`config.mk`:
```
export PLATFORM = sky130hd
export DESIGN_NAME = fetch_ctrl_flat
export DESIGN_NICKNAME = d
export VERILOG_FILES = /design/src/rtl/fetch_pkg.sv /design/src/rtl/fetch_ctrl_if.sv /design/src/rtl/fetch_wait_timer.sv /design/src/rtl/fetch_ctrl.sv /design/src/flat_wrapper.sv
export SDC_FILE = /design/constraint.sdc
export NUM_CORES = 1
export LEC_CHECK = 0
export ABC_AREA = 1
export CAP_MARGIN = 20
export CORE_UTILIZATION = 26
export CTS_CLUSTER_DIAMETER = 120
export DETAILED_ROUTE_END_ITERATION = 6
export PLACE_DENSITY = 0.66
export SKIP_LAST_GASP = 1
export SLEW_MARGIN = 20
export SYNTH_ARGS = -nofsm -noshare
export SYNTH_HDL_FRONTEND = slang
export SYNTH_HIERARCHICAL = 1
export SYNTH_SLANG_ARGS = --single-unit
```
`constraint.sdc`:
```
create_clock -name clk -period 1.85 [get_ports clk]
set_input_delay 0.2775 -clock clk [delete_from_list [all_inputs] [get_ports clk]]
set_output_delay 0.2775 -clock clk [all_outputs]
set_load 0.01 [all_outputs]
```
`src/rtl/fetch_pkg.sv`:
```
`default_nettype none
//==============================================================================
// fetch_pkg : shared widths, memory timeout default and fetch state encoding
// Rev 1.0
//==============================================================================
package fetch_pkg;

   localparam int unsigned c_AW_DEFAULT       = 15;
   localparam int unsigned c_DW_DEFAULT       = 16;
   localparam int unsigned c_MAX_WAIT_DEFAULT = 15;

   typedef enum logic [2:0] {
      ST_IDLE = 3'd0,
      ST_REQ  = 3'd1,
      ST_WAIT = 3'd2,
      ST_HOLD = 3'd3,
      ST_HALT = 3'd4
   } fetch_state_t;

endpackage
`default_nettype wire

```
`src/rtl/fetch_ctrl_if.sv`:
```
`default_nettype none
//==============================================================================
// fetch_ctrl_if : PC, instruction memory, decode and branch signals of fetch_ctrl
// Rev 1.0
//==============================================================================
interface fetch_ctrl_if
   import fetch_pkg::*;
#(
   parameter int unsigned AW = c_AW_DEFAULT,
   parameter int unsigned DW = c_DW_DEFAULT
);

   logic [AW-1:0] pc_addr;
   logic          pc_inc;
   logic          pc_re;
   logic [AW-1:0] pc_load_addr;
   logic          mem_rd;
   logic [AW-1:0] mem_addr;
   logic          mem_ready;
   logic [DW-1:0] mem_data;
   logic [DW-1:0] ir;
   logic          ir_valid;
   logic          ir_ready;
   logic          br_taken;
   logic [AW-1:0] br_target;
   logic          fetch_err;

   modport master (
      input  pc_addr, mem_ready, mem_data, ir_ready, br_taken, br_target,
      output pc_inc, pc_re, pc_load_addr, mem_rd, mem_addr, ir, ir_valid, fetch_err
   );

   modport slave (
      output pc_addr, mem_ready, mem_data, ir_ready, br_taken, br_target,
      input  pc_inc, pc_re, pc_load_addr, mem_rd, mem_addr, ir, ir_valid, fetch_err
   );

endinterface
`default_nettype wire

```
`src/rtl/fetch_wait_timer.sv`:
```
`default_nettype none
//==============================================================================
// fetch_wait_timer : counts memory wait cycles and flags the timeout cycle
// Rev 1.0
//==============================================================================
module fetch_wait_timer
   import fetch_pkg::*;
#(
   parameter int unsigned MAX_WAIT = c_MAX_WAIT_DEFAULT
)(
   input  wire  clk,
   input  wire  rst,
   input  wire  clr,
   input  wire  en,
   output logic expired
);

   localparam int unsigned CW = $clog2(MAX_WAIT + 1);

   logic [CW-1:0] count_q;
   logic [CW-1:0] count_d;

   always_comb begin
      count_d = count_q;
      if (clr) begin
         count_d = '0;
      end else if (en) begin
         count_d = count_q + 1'b1;
      end
   end

   // Fires in the cycle whose increment would bring the count to MAX_WAIT.
   assign expired = en && (count_q == CW'(MAX_WAIT - 1));

   always_ff @(posedge clk) begin
      if (rst) begin
         count_q <= '0;
      end else begin
         count_q <= count_d;
      end
   end

endmodule
`default_nettype wire

```
`src/rtl/fetch_ctrl.sv`:
```
`default_nettype none
//==============================================================================
// fetch_ctrl : fetches instructions at the PC into a handshaked instruction reg
// Rev 1.0
//==============================================================================
module fetch_ctrl
   import fetch_pkg::*;
#(
   parameter int unsigned AW       = c_AW_DEFAULT,
   parameter int unsigned DW       = c_DW_DEFAULT,
   parameter int unsigned MAX_WAIT = c_MAX_WAIT_DEFAULT
)(
   input  wire          clk,
   input  wire          rst,
   fetch_ctrl_if.master bus
);

   fetch_state_t  state_q, state_d;
   logic [DW-1:0] ir_q, ir_d;
   logic          ir_valid_q, ir_valid_d;
   logic [AW-1:0] mem_addr_q, mem_addr_d;
   logic          flush_q, flush_d;
   logic          fetch_err_q, fetch_err_d;

   logic          tmr_en;
   logic          tmr_clr;
   logic          tmr_expired;

   assign tmr_en  = (state_q == ST_WAIT) && !bus.mem_ready;
   assign tmr_clr = !tmr_en;

   fetch_wait_timer #(
      .MAX_WAIT (MAX_WAIT)
   ) u_wait_timer (
      .clk     (clk),
      .rst     (rst),
      .clr     (tmr_clr),
      .en      (tmr_en),
      .expired (tmr_expired)
   );

   always_comb begin
      state_d     = state_q;
      ir_d        = ir_q;
      mem_addr_d  = mem_addr_q;
      flush_d     = flush_q;
      fetch_err_d = fetch_err_q;

      case (state_q)
         ST_IDLE: begin
            state_d = ST_REQ;
         end
         ST_REQ: begin
            mem_addr_d = bus.pc_addr;
            if (bus.br_taken) begin
               state_d = ST_REQ;
            end else if (bus.mem_ready) begin
               ir_d    = bus.mem_data;
               state_d = ST_HOLD;
            end else begin
               state_d = ST_WAIT;
            end
         end
         ST_WAIT: begin
            if (bus.mem_ready) begin
               // Wrong-path data (flushed or redirected now) is dropped and refetched.
               if (!bus.br_taken && !flush_q) begin
                  ir_d    = bus.mem_data;
                  state_d = ST_HOLD;
               end else begin
                  state_d = ST_REQ;
               end
               flush_d = 1'b0;
            end else if (tmr_expired) begin
               fetch_err_d = 1'b1;
               flush_d     = 1'b0;
               state_d     = ST_HALT;
            end else if (bus.br_taken) begin
               flush_d = 1'b1;
            end
         end
         ST_HOLD: begin
            if (bus.br_taken || bus.ir_ready) begin
               state_d = ST_REQ;
            end
         end
         ST_HALT: begin
            state_d = ST_HALT;
         end
         default: begin
            state_d = ST_IDLE;
         end
      endcase

      ir_valid_d = (state_d == ST_HOLD);
   end

   always_ff @(posedge clk) begin
      if (rst) begin
         state_q     <= ST_IDLE;
         ir_q        <= '0;
         ir_valid_q  <= 1'b0;
         mem_addr_q  <= '0;
         flush_q     <= 1'b0;
         fetch_err_q <= 1'b0;
      end else begin
         state_q     <= state_d;
         ir_q        <= ir_d;
         ir_valid_q  <= ir_valid_d;
         mem_addr_q  <= mem_addr_d;
         flush_q     <= flush_d;
         fetch_err_q <= fetch_err_d;
      end
   end

   // REQ shows the live PC so a strobe on the entry edge is already reflected;
   // the captured copy holds the address steady through WAIT.
   assign bus.mem_addr     = (state_q == ST_REQ) ? bus.pc_addr : mem_addr_q;
   assign bus.mem_rd       = !rst && ((state_q == ST_REQ) || (state_q == ST_WAIT));
   assign bus.pc_re        = !rst && bus.br_taken && (state_q != ST_HALT);
   assign bus.pc_inc       = !rst && (state_q == ST_HOLD) && ir_valid_q
                             && bus.ir_ready && !bus.br_taken;
   assign bus.pc_load_addr = bus.br_taken ? bus.br_target : '0;
   assign bus.ir           = ir_q;
   assign bus.ir_valid     = ir_valid_q;
   assign bus.fetch_err    = fetch_err_q;

endmodule
`default_nettype wire

```
`src/flat_wrapper.sv`:
```
// flat-port wrapper written by rule: the top's interface ports become plain ports
module fetch_ctrl_flat import fetch_pkg::*;
#(
   parameter int unsigned AW       = c_AW_DEFAULT,
   parameter int unsigned DW       = c_DW_DEFAULT,
   parameter int unsigned MAX_WAIT = c_MAX_WAIT_DEFAULT
)
  (clk, rst, bus_pc_addr, bus_mem_ready, bus_mem_data, bus_ir_ready, bus_br_taken, bus_br_target, bus_pc_inc, bus_pc_re, bus_pc_load_addr, bus_mem_rd, bus_mem_addr, bus_ir, bus_ir_valid, bus_fetch_err);
  fetch_ctrl_if #(.AW(AW), .DW(DW)) bus_i ();
  input  wire clk;
  input  wire rst;
  input wire logic [$bits(bus_i.pc_addr)-1:0] bus_pc_addr;
  input wire logic [$bits(bus_i.mem_ready)-1:0] bus_mem_ready;
  input wire logic [$bits(bus_i.mem_data)-1:0] bus_mem_data;
  input wire logic [$bits(bus_i.ir_ready)-1:0] bus_ir_ready;
  input wire logic [$bits(bus_i.br_taken)-1:0] bus_br_taken;
  input wire logic [$bits(bus_i.br_target)-1:0] bus_br_target;
  output wire logic [$bits(bus_i.pc_inc)-1:0] bus_pc_inc;
  output wire logic [$bits(bus_i.pc_re)-1:0] bus_pc_re;
  output wire logic [$bits(bus_i.pc_load_addr)-1:0] bus_pc_load_addr;
  output wire logic [$bits(bus_i.mem_rd)-1:0] bus_mem_rd;
  output wire logic [$bits(bus_i.mem_addr)-1:0] bus_mem_addr;
  output wire logic [$bits(bus_i.ir)-1:0] bus_ir;
  output wire logic [$bits(bus_i.ir_valid)-1:0] bus_ir_valid;
  output wire logic [$bits(bus_i.fetch_err)-1:0] bus_fetch_err;
  assign bus_i.pc_addr = bus_pc_addr;
  assign bus_i.mem_ready = bus_mem_ready;
  assign bus_i.mem_data = bus_mem_data;
  assign bus_i.ir_ready = bus_ir_ready;
  assign bus_i.br_taken = bus_br_taken;
  assign bus_i.br_target = bus_br_target;
  assign bus_pc_inc = bus_i.pc_inc;
  assign bus_pc_re = bus_i.pc_re;
  assign bus_pc_load_addr = bus_i.pc_load_addr;
  assign bus_mem_rd = bus_i.mem_rd;
  assign bus_mem_addr = bus_i.mem_addr;
  assign bus_ir = bus_i.ir;
  assign bus_ir_valid = bus_i.ir_valid;
  assign bus_fetch_err = bus_i.fetch_err;
  fetch_ctrl #(.AW(AW), .DW(DW), .MAX_WAIT(MAX_WAIT)) u_core (.clk(clk), .rst(rst), .bus(bus_i));
endmodule
```
==> results.md <==
* Slew Viols, Final at 0
* Crit path capture type: primary output
* R2R depth at 8
* Post-DR wirelength/cell at 9.870 um
* CTS tree: done
* Post-synth EDFFs at 0
* Die width at 93.72 um
* R2R setup slack at 0.33 ns
* Sequential share of power at 36.6%
* FF+latch count, synth at 41
* Sw Ratio at 29.29%
* Dpl ws at -0.09839 ns
* Gate power share at 33.0%
* Final net count at 500
* Worst Setup Path Type: reg2out
* DRC Markers at 0
* Routed vias at 2,292
* Row count at 33
* Post-Synth Simple-Gate Area at 30.61%
* H-tree lvl count at 2
* Status: completed
* TritonRoute pass-1 iters at 4
* Reg2reg start: u_core/state_q[1]
* Initial Utilization at 26.75%
* Design Power at 2.814 mW
* Worst-path fanout max at 16
* CORE AREA at 8175 um^2
* # setup viols final at 0
* Multiplexer share of the synthesized area at 0%
* Worst Path Required at 1.57 ns
* Num CTS Buffers at 5
* Synth warn at 6
* Clk sinks at 41
* Die H at 93.72 um
* Post-Synthesis Net Count at 384
* Slew @ Worst Pin at 0.3124 ns
* Cells after Synth at 331
* Post-Syn Area at 2187 um^2
* CP Data Arrival Time at 1.51 ns
* Antenna-violating nets left at 0
* Sequential Area at 823.3 um^2
* RSZ-0062 raised after global routing: true
* Final GP Congestion at 0.7606
* Clk buf depth at 2
* # Max-Cap Violations at 0
* Share of cells above drive strength 1 at 14.51%
* Power share of the clock group at 30.4%
* Gr usage total at 12.90%
* Skew-Pair Late Insertion Delay at 0.29 ns
* Worst min-delay path startpoint: u_core/bus.fetch_err
* Main combinational cell family by area after synthesis: simple AND/OR/NAND/NOR gates
* Cts hold-fix bufs at 0
* Initial antenna violation count at 0
* XOR/XNOR share of the synthesized area at 0%
* Compound-Gate Fraction of Synth Area at 12.13%
* Pin count of the biggest net entering global routing at 19
* CTS root buffer: clkbuf_8
* Worst clock skew at 0.002129 ns
* Post-Synth Adder-Cell Area at 1.144%
* Asr flop ratio synth at 0%
* Final HPWL DP at 4.205 mm
* I/O Pins at 102
* First-pass GRT wire length at 9.197 mm
* Endpoint, Worst Hold: u_core/bus.fetch_err
* Post-synth top flop: dfxtp_1
* Iteration-0 DRC count of the detailed router at 64
* Slew HR at 79.17%
* Clock slew at reported path FFs at 0.08 ns
* Pwr Density at 794.9 nW/um^2
* P_leak at 1.759 nW
* Hold Path Class: reg2reg
* P_int at 1.990 mW
* Post-layout util at 43.30%
* Reg-to-reg critical path endpoint: u_core/bus.ir[12]
* Area of the multi-input gates at 964.7 um^2
* Via density at 4.145
* Number of global-route vias before repair at 2,161
* Fin. Hold Viols at 0
* Min Tclk post-route at 1.792 ns
* Sequential fraction of the synthesis area at 37.53%
* Grt ovf at 0
* Die area at 8783 um^2
* Port bufs at 101
* CP Launch Type: flop
* Fill cells at 837
* Hold path cells at 2
* Syn avg cell area at 6.608 um^2
* Highest clock rate at 0.5580 GHz
* Post-synthesis to final-layout area growth at 61.84%
* Final worst-path setup slack at 0.05777 ns
* Netlist cell types at 26
* Final worst-path cycle share at 96.88%
* Switching power total at 0.8241 mW
* Maximum VDD drop at 0.3333 mV
* Ant diodes at 0
* Routed wire length at 5.458 mm
logic make-up after synthesis:
kind of cell / after synthesis
adders and majority gates: 2
DFF: 41
and+or+nand+nor: 142
AOI/OAI and AO/OA: 44
buffers and inverters: 102
sequential cells by signal, indices dropped and copies added, names as in the netlist:
name	count
u_core/u_wait_timer/count_q	4
u_core/flush_q	1
u_core/bus.ir_valid	1
u_core/state_q	3
u_core/mem_addr_q	15
u_core/bus.fetch_err	1
u_core/bus.ir	16
layout by cell type (no fill, tap or decap), drive strengths merged, types with 7 or more instances in the layout:
master | synthesis | routed
inv | 88 | 88
clkdlybuf4s50 | 0 | 82
nand2 | 66 | 66
nor2 | 51 | 51
dfxtp | 41 | 41
a21oi | 23 | 23
buf | 8 | 21
nand4 | 17 | 17
a211oi | 15 | 15
clkbuf | 5 | 14
dlygate4sd2 | 0 | 7
repair_timing:
action	CTS	global route
resized for setup	23	24
cloned	1	0
endpoints found under the hold margin	0	0
endpoints found under the setup margin	32	15
setup buffers	0	0
Yosys cell counts, types with 3 or more instances:
| cell | count | area, um^2 |
|---|---|---|
| dfxtp_1 | 41 | 820.8 |
| clkbuf_1 | 5 | 18.77 |
| nand4_1 | 17 | 106.4 |
| buf_2 | 4 | 20.02 |
| inv_2 | 4 | 15.01 |
| inv_1 | 84 | 315.3 |
| o21ai_0 | 5 | 25.02 |
| a21oi_1 | 22 | 110.1 |
| nand3_1 | 3 | 15.01 |
| nand2_1 | 63 | 236.5 |
| nor2_1 | 39 | 146.4 |
| nor2_2 | 11 | 68.82 |
| a211oi_1 | 15 | 112.6 |
worst max-delay path, stage by stage, from the launching register on:
cell	delay [ns]
dfxtp_1	0.33
inv_2	0.12
nand3_4	0.11
inv_1	0.13
buf_6	0.17
a21oi_1	0.08
dlygate4sd2_1	0.28
routing by layer:
layer	global-route usage (%)	up-vias	wire [um]
met5	0	-	0
met4	3.846	0	58
met3	3.074	7	339
met2	22.38	63	2538
met1	15.69	989	2522
li1	-	1233	-
worst max-delay path by stage:
stage / cells past startpoint / slack (ns) / to / start
floorplan: 10 / 0.30 / u_core/state_q[1] / u_core/state_q[0]
global placement: 4 / -0.1 / bus_pc_re / bus_br_taken
detailed placement: 5 / -0.1 / bus_pc_load_addr[10] / bus_br_taken
CTS: 6 / -0.02 / bus_mem_addr[11] / u_core/state_q[2]
global route: 7 / -0.04 / bus_mem_addr[10] / u_core/state_q[1]
finish: 6 / 0.06 / bus_mem_addr[5] / u_core/state_q[1]
metrics by stage:
stage | TNS (ns) | area (um^2) | instances | hold slack [ns]
global route | -0.1296 | 3540 | 553 | 0.5023
finish | 0 | 3540 | 553 | 0.4733
global placement | -1.128 | 3432 | 544 | 0.4507
detailed placement | -1.293 | 3432 | 544 | 0.4487
floorplan | 0 | 2187 | 331 | 0.4335
CTS | -0.02447 | 3558 | 553 | 0.4713
power by group through the flow:
stage / logic (mW) / clock network, mW / registers [mW]
6_report: 0.929 / 0.856 / 1.03
5_1_grt: 1.03 / 0.928 / 1.04
4_1_cts: 0.943 / 0.887 / 1.03
3_5_place_dp: 0.984 / 0 / 1.05
3_3_place_gp: 0.980 / 0 / 1.05
2_1_floorplan: 0.470 / 0 / 1.07
area by class of cell:
class,instances,area share (%)
clock buffer,5,1.944
clock inverter,3,1.838
inverter,89,9.438
multi-input combinational,188,27.25
sequential,41,23.26
tap,105,3.712
timing repair buffer,122,32.56
Power figures use the tool's default switching activity.
